[src/rtl/lfsr_sym_gen.sv]
// lfsr_sym_gen: parametrised Galois LFSR symbol source.
// Each enabled clock advances SYM_BITS LFSR steps (unrolled) and emits one
// SYM_BITS-wide symbol, first generated bit in the MSB. A period-aligned
// symbol index drives period_start/period_end markers.
// Optional build macro: LFSR_PERIOD_CHECK_EN -- keeps a reference copy of the
// seed and flags period_err if the state is not back at the seed when the
// symbol index wraps.

// One Galois step: shift out the MSB, fold the taps back in when it was 1.
module lfsr_galois_step #(
  parameter int                N    = 22,
  parameter logic [N-1:0]      TAPS = '1
) (
  input  logic [N-1:0] i_state,
  output logic [N-1:0] o_state,
  output logic         o_bit
);
  assign o_bit   = i_state[N-1];
  assign o_state = {i_state[N-2:0], 1'b0} ^ (o_bit ? TAPS : '0);
endmodule

module lfsr_sym_gen #(
  parameter int          LFSR_LEN  = 22,
  parameter logic [31:0] TAPS      = 32'h0020_0001,
  parameter logic [31:0] SEED      = 32'h0000_0001,
  parameter int          SYM_BITS  = 4,
  parameter int          CYCLE_LEN = 4194303
) (
  input  logic                clk,
  input  logic                reset,
  input  logic                clk_en,
  input  logic                seed_load,
  input  logic [LFSR_LEN-1:0] seed_in,
  output logic [SYM_BITS-1:0] sym_out,
  output logic                sym_valid,
  output logic [LFSR_LEN-1:0] state_out,
  output logic [LFSR_LEN-1:0] sym_index,
  output logic                period_start,
  output logic                period_end,
  output logic                lockup_err,
  output logic                period_err
);

  localparam logic [LFSR_LEN-1:0] TAPS_N   = TAPS[LFSR_LEN-1:0];
  localparam logic [LFSR_LEN-1:0] SEED_N   = SEED[LFSR_LEN-1:0];
  localparam logic [LFSR_LEN-1:0] LAST_IDX = LFSR_LEN'(CYCLE_LEN - 1);
  localparam logic [LFSR_LEN-1:0] IDX_ONE  = LFSR_LEN'(1);

  logic [LFSR_LEN-1:0] r_state;
  logic [SYM_BITS-1:0] r_sym;
  logic                r_sym_valid;
  logic [LFSR_LEN-1:0] r_sym_index;
  logic                r_lockup_err;

  // w_chain[g] is the state entering step g; w_chain[SYM_BITS] is the result.
  logic [LFSR_LEN-1:0] w_chain [SYM_BITS+1];
  logic [SYM_BITS-1:0] w_sym;
  logic                w_seed_zero;
  logic [LFSR_LEN-1:0] w_load_val;
  logic                w_wrap;

  assign w_chain[0]  = r_state;
  assign w_seed_zero = (seed_in == '0);
  // A zero seed would lock the register at zero forever; fall back to SEED.
  assign w_load_val  = w_seed_zero ? SEED_N : seed_in;
  assign w_wrap      = (r_sym_index == LAST_IDX);

  genvar g;
  generate
    for (g = 0; g < SYM_BITS; g++) begin : g_step
      lfsr_galois_step #(
        .N    (LFSR_LEN),
        .TAPS (TAPS_N)
      ) u_step (
        .i_state (w_chain[g]),
        .o_state (w_chain[g+1]),
        .o_bit   (w_sym[SYM_BITS-1-g])
      );
    end
  endgenerate

  // State, symbol and index update; seed_load outranks clk_en.
  always_ff @(posedge clk or posedge reset) begin
    if (reset) begin
      r_state      <= SEED_N;
      r_sym        <= '0;
      r_sym_valid  <= 1'b0;
      r_sym_index  <= LAST_IDX;
      r_lockup_err <= 1'b0;
    end else if (seed_load) begin
      r_state     <= w_load_val;
      r_sym_index <= LAST_IDX;
      r_sym_valid <= 1'b0;
      if (w_seed_zero) r_lockup_err <= 1'b1;
    end else if (clk_en) begin
      r_state     <= w_chain[SYM_BITS];
      r_sym       <= w_sym;
      r_sym_valid <= 1'b1;
      r_sym_index <= w_wrap ? '0 : r_sym_index + IDX_ONE;
    end else begin
      r_sym_valid <= 1'b0;
    end
  end

`ifdef LFSR_PERIOD_CHECK_EN
  logic [LFSR_LEN-1:0] r_ref_seed;
  logic                r_period_err;

  // Track the seed in force and check the state is back at it on every wrap.
  always_ff @(posedge clk or posedge reset) begin
    if (reset) begin
      r_ref_seed   <= SEED_N;
      r_period_err <= 1'b0;
    end else if (seed_load) begin
      r_ref_seed <= w_load_val;
    end else if (clk_en && w_wrap && (r_state != r_ref_seed)) begin
      r_period_err <= 1'b1;
    end
  end

  assign period_err = r_period_err;
`else
  assign period_err = 1'b0;
`endif

  assign sym_out      = r_sym;
  assign sym_valid    = r_sym_valid;
  assign state_out    = r_state;
  assign sym_index    = r_sym_index;
  assign lockup_err   = r_lockup_err;
  assign period_start = r_sym_valid && (r_sym_index == '0);
  assign period_end   = r_sym_valid && w_wrap;

endmodule

[config.mk]
export PLATFORM = sky130hd
export DESIGN_NAME = lfsr_sym_gen
export DESIGN_NICKNAME = d
export VERILOG_FILES = /design/src/rtl/lfsr_sym_gen.sv
export SDC_FILE = /design/constraint.sdc
export NUM_CORES = 1
export LEC_CHECK = 0
export CORE_AREA = 10 10 112 94
export CTS_BUF_LIST = sky130_fd_sc_hd__clkbuf_8 sky130_fd_sc_hd__clkbuf_16
export CTS_CLUSTER_DIAMETER = 80
export DETAILED_ROUTE_END_ITERATION = 6
export DIE_AREA = 0 0 122 104
export PLACE_DENSITY = 0.71
export SLEW_MARGIN = 20
export SYNTH_ARGS = -nofsm -noshare
export SYNTH_HDL_FRONTEND = slang
export SYNTH_HIERARCHICAL = 1
export SYNTH_SLANG_ARGS = --single-unit
[constraint.sdc]
create_clock -name clk -period 2.7 [get_ports clk]
set_clock_uncertainty 0.1 [all_clocks]
set_input_delay 0.675 -clock clk [delete_from_list [all_inputs] [get_ports clk]]
set_output_delay 0.675 -clock clk [all_outputs]
set_load 0.05 [all_outputs]
==> out/summary.txt, run 1 <==
Status - complete, no violations
Initial antenna violation count - 0
Largest net degree at the start of global routing - 51
Ant diodes - 0
I/O pin count - 79
Antenna-violating nets left - 0
Slew HR - 0.442
Final net count - 390
Transition time of the tightest slew-check pin - 0.837 ns
Die ar. - 12700 um^2
Top FF cell, synth - dfrtp_1
CP arrival - 1.86 ns
Syn Std Cell Area - 3670 um^2
Leak - 1.62 nW
Cts bufs inserted - 5
Power Dens Cells - 1050 nW/um^2
Simple-gate share of the synthesized area - 0.169
Final instance area - 3860 um^2
Gate Count Post-Synth - 394
Syn Nets - 423
Clock Pin Slew Worst Setup and Hold Paths - 0.09 ns
Post-Place Worst Slack - 0.376 ns
Most common cell after layout, fill and taps aside - clkdlybuf4s50_1
Drt first pass iters - 5
H-tree levels - 2
Post-synthesis register bit count - 50
First-pass GRT wire length - 13.7 mm
Iter 0 DRT Violations - 203
Gp weighted congestion - 0.878
Share of layout cells above drive strength 1 - 0.180
Syn_area_per_cell - 9.30 um^2
Fin crit period - 2.63 ns
CP Max Fanout - 8
CTS root buffer - clkbuf_8
Total gr overflow - 0
FFs w/ async S/R, synth - 1.00
GRT Overall Usage - 0.132
CTS max path bufs - 2
Avg Vias per Cell - 5.34
Mux contribution to synthesized area - 0.0754
Post-route insts no fill - 473
Largest family of logic cells by synthesized area - buffers and inverters
Vias in the first global route - 2432
Synth cell types - 51
Synth Area in Adders - 0.0102
Post-synthesis xor/xnor area fraction - 0.00956
Crit start category - register
Via Count - 2524
CTS tree - built
Layout area overhead - 5.29%
Hold_ws - 0.412 ns
Final slew viol count - 0
Fmax - 380 MHz
DP Cell Count - 465
Final period util - 0.975
Chip Width - 122 um
Placed Instance Area - 3740 um^2
Post-synth EDFFs - 0
Final setup viols - 0
Core footprint - 8300 um^2
Routed length per instance - 18.2 um
HP Class - reg2reg
Synth warnings - 6
Detailed Place HPWL - 6.46 mm
Site Rows - 30
Clock sinks - 50
I/O Buffers - 77
RSZ-0062 raised after global routing - true
WS Path Type - reg2out
Worst Setup Slack, final - 0.0673 ns
Crit. End Element - output port
Drt total wl - 8.61 mm
Most frequent cells in the layout - clkdlybuf4s50_1 (73), o21ai_0 (32), nand2_1 (29), dfrtp_1 (28)
Residual DRC count - 0
Data required time of the worst path - 1.92 ns
Final hold vios - 0
Clk_lat worst skew - 0.31 ns
Initial Util - 0.442
Peak VDD IR - 354 uV
Sequential area share after synthesis - 0.349
Die height - 104 um
MaxCap Viol Count - 0
Complex-gate fraction of the synthesized area - 0.122
==> synth_stat cells, types with 4 or more instances <==
cell type    n  area [um^2]
mux2_2       5         56.3
a211o_1      9         78.8
inv_1        6         22.5
mux2i_1     22          220
nand3_1      6         30.0
dfrtp_1     28          701
nor4_1      11         68.8
nor2_1      16         60.1
nand2_1     29          109
a221o_1      7         70.1
o21ai_1      4         20.0
nand4_1      6         37.5
o21ai_0     32          160
nor3_1       8         40.0
and2_1       4         25.0
buf_4      112          841
xor2_1       4         35.0
and3_1       5         31.3
dfstp_2     22          578
clkbuf_1     9         33.8
==> worst paths after layout <==
check	start	to	slack, ns	cells past startpoint
max in group asynchronous	reset	sym_index[3]	1.59	3
min in group asynchronous	reset	state_out[18]	0.63	3
hold reg to reg	lockup_err	lockup_err	0.41	1
setup reg to reg	sym_index[1]	sym_index[18]	0.43	6
setup / recovery	sym_index[5]	period_end	0.07	4
hold / removal	lockup_err	lockup_err	0.41	1
==> cells by family (layout without fill, tap and decap cells) <==
kind of cell,count (synthesis),after routing
other,1,1
adder cells (fa/ha/maj),3,3
XOR/XNOR,4,4
flip-flops,50,50
buffers and inverters,134,101
AO/OA/AOI/OAI,67,67
AND/OR/NAND/NOR,108,108
multiplexers,27,27
==> what timing repair did <==
item	CTS	global route
setup endpoints to repair	0	2
hold endpoints to repair	0	0
resized for setup	0	1
buffers inserted	0	1
hold buffers	0	0
==> stage by stage <==
stage / util / setup TNS, ns / total power, mW
final: 0.465 / 0 / 4.04
after global routing: 0.465 / -0.0131 / 4.27
after CTS: 0.464 / 0 / 4.05
after detailed placement: 0.451 / 0 / 3.52
after global placement: 0.451 / 0 / 3.49
after floorplan: - / 0 / 3.22
==> per-layer routing <==
layer	vias to the layer above	track usage	routed length, um
li1	1201	-	-
met1	1255	0.189	4100
met3	6	0.0326	483
met4	0	0.0306	77
met2	62	0.192	3950
met5	-	0	0
==> worst max-delay path: stages, from the launching register on <==
cell and delay (ns):
dfstp_2 0.63, nand4_4 0.16, nor4_4 0.37, and3_2 0.26, buf_12 0.14
==> cell type report <==
| cell class | instances | area (um^2) |
|---|---|---|
| clock buffer | 5 | 68.8 |
| clock inverter | 2 | 33.8 |
| fill | 800 | 4440 |
| inverter | 6 | 22.5 |
| multi-input combinational | 210 | 1440 |
| sequential | 50 | 1280 |
| tap | 112 | 140 |
| timing repair buffer | 88 | 876 |
==> where the power goes <==
group          total (mW)  internal (mW)  switching, mW
logic                2.24          0.836           1.40
registers            1.29           1.01          0.283
clock network       0.516          0.268          0.248
==> flip-flops by register name, summed over array words and instances, names as in the netlist <==
register and flops:
sym_out 4, sym_valid 1, state_out 22, lockup_err 1
sym_index 22
(Power assumes the default switching activity.)
==> run 2, diff against run 1 <==
Settings changed: CORE_AREA 10 10 112 94 to 2 2 104 86, DIE_AREA 0 0 122 104 to 0 0 106 88, SETUP_SLACK_MARGIN from default to 0.2.
==> out/summary.txt, run 2 (synthesized netlist as in run 1, its figures left out) <==
Setup TNS - 0 ns (unchanged)
Antenna-violating nets left - 0 (unchanged)
Die ar. - 9330 um^2 (was 12700 um^2)
Largest net degree at the start of global routing - 37 (was 51)
MaxCap Viol Count - 0 (unchanged)
RSZ-0062 raised after global routing - true (unchanged)
Vias in the first global route - 2475 (was 2432)
Iter 0 DRT Violations - 193 (was 203)
Storage element area - 1280 um^2 (about the same)
Leak - 1.70 nW (was 1.62 nW)
Initial Util - 0.442 (unchanged)
HP Class - reg2reg (unchanged)
Fmax - 396 MHz (was 380 MHz)
Clock sinks - 50 (unchanged)
Die height - 88 um (was 104 um)
Hold path start - lockup_err (unchanged)
Comb pwr share - 0.583 (was 0.553)
Site Rows - 30 (unchanged)
Crit. End Element - output port (unchanged)
Cts bufs inserted - 5 (unchanged)
Reg2Reg Setup Slack - 0.40 ns (was 0.43 ns)
Routed length per instance - 16.9 um (was 18.2 um)
Status - complete, no violations (unchanged)
Net Switching - 2.05 mW (was 1.93 mW)
Reg power frac - 0.302 (was 0.319)
Internal - 2.16 mW (was 2.11 mW)
Power Dens Cells - 1050 nW/um^2 (about the same)
I/O pin count - 79 (unchanged)
Residual DRC count - 0 (unchanged)
Multi-input logic area - 1470 um^2 (was 1440 um^2)
Final slew viol count - 0 (unchanged)
Fin crit period - 2.52 ns (was 2.63 ns)
Most common cell after layout, fill and taps aside - clkdlybuf4s50_1 (unchanged)
Final period util - 0.935 (was 0.975)
Power share of the clock group - 0.115 (was 0.128)
Final net count - 408 (was 390)
Initial antenna violation count - 0 (unchanged)
Ant diodes - 0 (unchanged)
Layout area overhead - 9.59% (was 5.29%)
GRT Overall Usage - 0.179 (was 0.132)
Core footprint - 8300 um^2 (unchanged)
Gp weighted congestion - 0.909 (was 0.878)
Avg Vias per Cell - 5.37 (was 5.34)
Final core occ - 0.484 (was 0.465)
Drt first pass iters - 6 (was 5)
CTS tree - built (unchanged)
Most frequent cells in the layout - clkdlybuf4s50_1 (50), o21ai_0 (32), nand2_1 (29), dfrtp_1 (27), buf_4 (27) (was clkdlybuf4s50_1 (73), o21ai_0 (32), nand2_1 (29), dfrtp_1 (28))
R2r worst-path depth - 6 (unchanged)
CTS root buffer - clkbuf_8 (unchanged)
WS Path Type - reg2out (unchanged)
First-pass GRT wire length - 13.2 mm (was 13.7 mm)
Share of layout cells above drive strength 1 - 0.234 (was 0.180)
Sw Share - 0.488 (was 0.477)
Worst Hold Path Cells - 1 (unchanged)
Final setup viols - 0 (unchanged)
CP Max Fanout - 4 (was 8)
H-tree levels - 2 (unchanged)
Crit start category - register (unchanged)
CTS max path bufs - 2 (unchanged)
CP arrival - 1.75 ns (was 1.86 ns)
Hold EP - lockup_err (unchanged)
Data required time of the worst path - 1.92 ns (about the same)
Slew HR - 0.405 (was 0.442)
R2R Path Start - sym_index[1] (unchanged)
# fillers - 746 (was 800)
Clock Pin Slew Worst Setup and Hold Paths - 0.10 ns (was 0.09 ns)
Chip Width - 106 um (was 122 um)
FF-to-FF End - sym_index[18] (unchanged)
I/O Buffers - 77 (unchanged)
Hold_ws - 0.391 ns (was 0.412 ns)
Transition time of the tightest slew-check pin - 0.892 ns (was 0.837 ns)
CP startpoint - sym_index[13] (was sym_index[5])
Drt total wl - 8.33 mm (was 8.61 mm)
Final hold vios - 0 (unchanged)
Clk_lat worst skew - 0.32 ns (was 0.31 ns)
Total gr overflow - 0 (unchanged)
Peak VDD IR - 484 uV (was 354 uV)
Detailed Place HPWL - 5.83 mm (was 6.46 mm)
Via Count - 2641 (was 2524)
-- run 2: layout make-up --
type,count,area share
Clock buffer,6,0.0206
Clock inverter,2,0.00436
Inverter,6,0.00561
Multi-Input combinational cell,210,0.367
Sequential cell,50,0.319
Tap cell,112,0.0349
Timing Repair Buffer,106,0.249
-- run 2: layer usage --
metal  part of all wire  global-route usage  wire length, um
met1               0.49               0.257             4100
met2               0.44               0.272             3640
met3              0.059              0.0394              489
met4              0.011              0.0538               91
met5                  0                   0                0
-- run 2: how the worst max path moves through the flow --
stage / end / slack [ns] / cells past startpoint
4_1_cts: period_end / 0.14 / 4
3_5_place_dp: period_end / 0.37 / 4
5_1_grt: period_end / 0.07 / 4
6_report: period_start / 0.18 / 5
3_3_place_gp: period_end / 0.40 / 4
2_1_floorplan: period_start / 0.22 / 5
-- run 2: what timing repair did --
action                                  in CTS  in global routing
hold buffers                                 0                  0
buffers inserted                             6                 14
endpoints found under the hold margin        0                  0
endpoints found under the setup margin      20                 10
gates resized for setup                     19                 10
pin swaps                                    3                  2
-- run 2: worst max-delay path, cell delays in order (launching register included) --
cell and delay [ns]:
dfstp_2 0.40, buf_4 0.14, nor4b_1 0.28, nand4_1 0.20
nor4_4 0.24, buf_12 0.18
-- run 2: power groups by stage --
stage                     clock network [mW]  logic [mW]  registers, mW
after floorplan                            0        1.54           1.69
after global placement                     0        2.17           1.30
after detailed placement                   0        2.20           1.31
after CTS                              0.494        2.26           1.28
after global routing                   0.527        2.63           1.30
final                                  0.483        2.45           1.27
-- run 2: per-stage QoR --
| stage | std cells | worst slack, ns | power, mW | cell area [um^2] |
|---|---|---|---|---|
| after global placement | 464 | 0.403 | 3.48 | 3740 |
| after CTS | 478 | 0.140 | 4.03 | 3870 |
| after detailed placement | 464 | 0.371 | 3.51 | 3740 |
| final | 492 | 0.176 | 4.21 | 4020 |
| after global routing | 492 | 0.0721 | 4.45 | 4020 |
| after floorplan | 394 | 0.222 | 3.23 | 3690 |
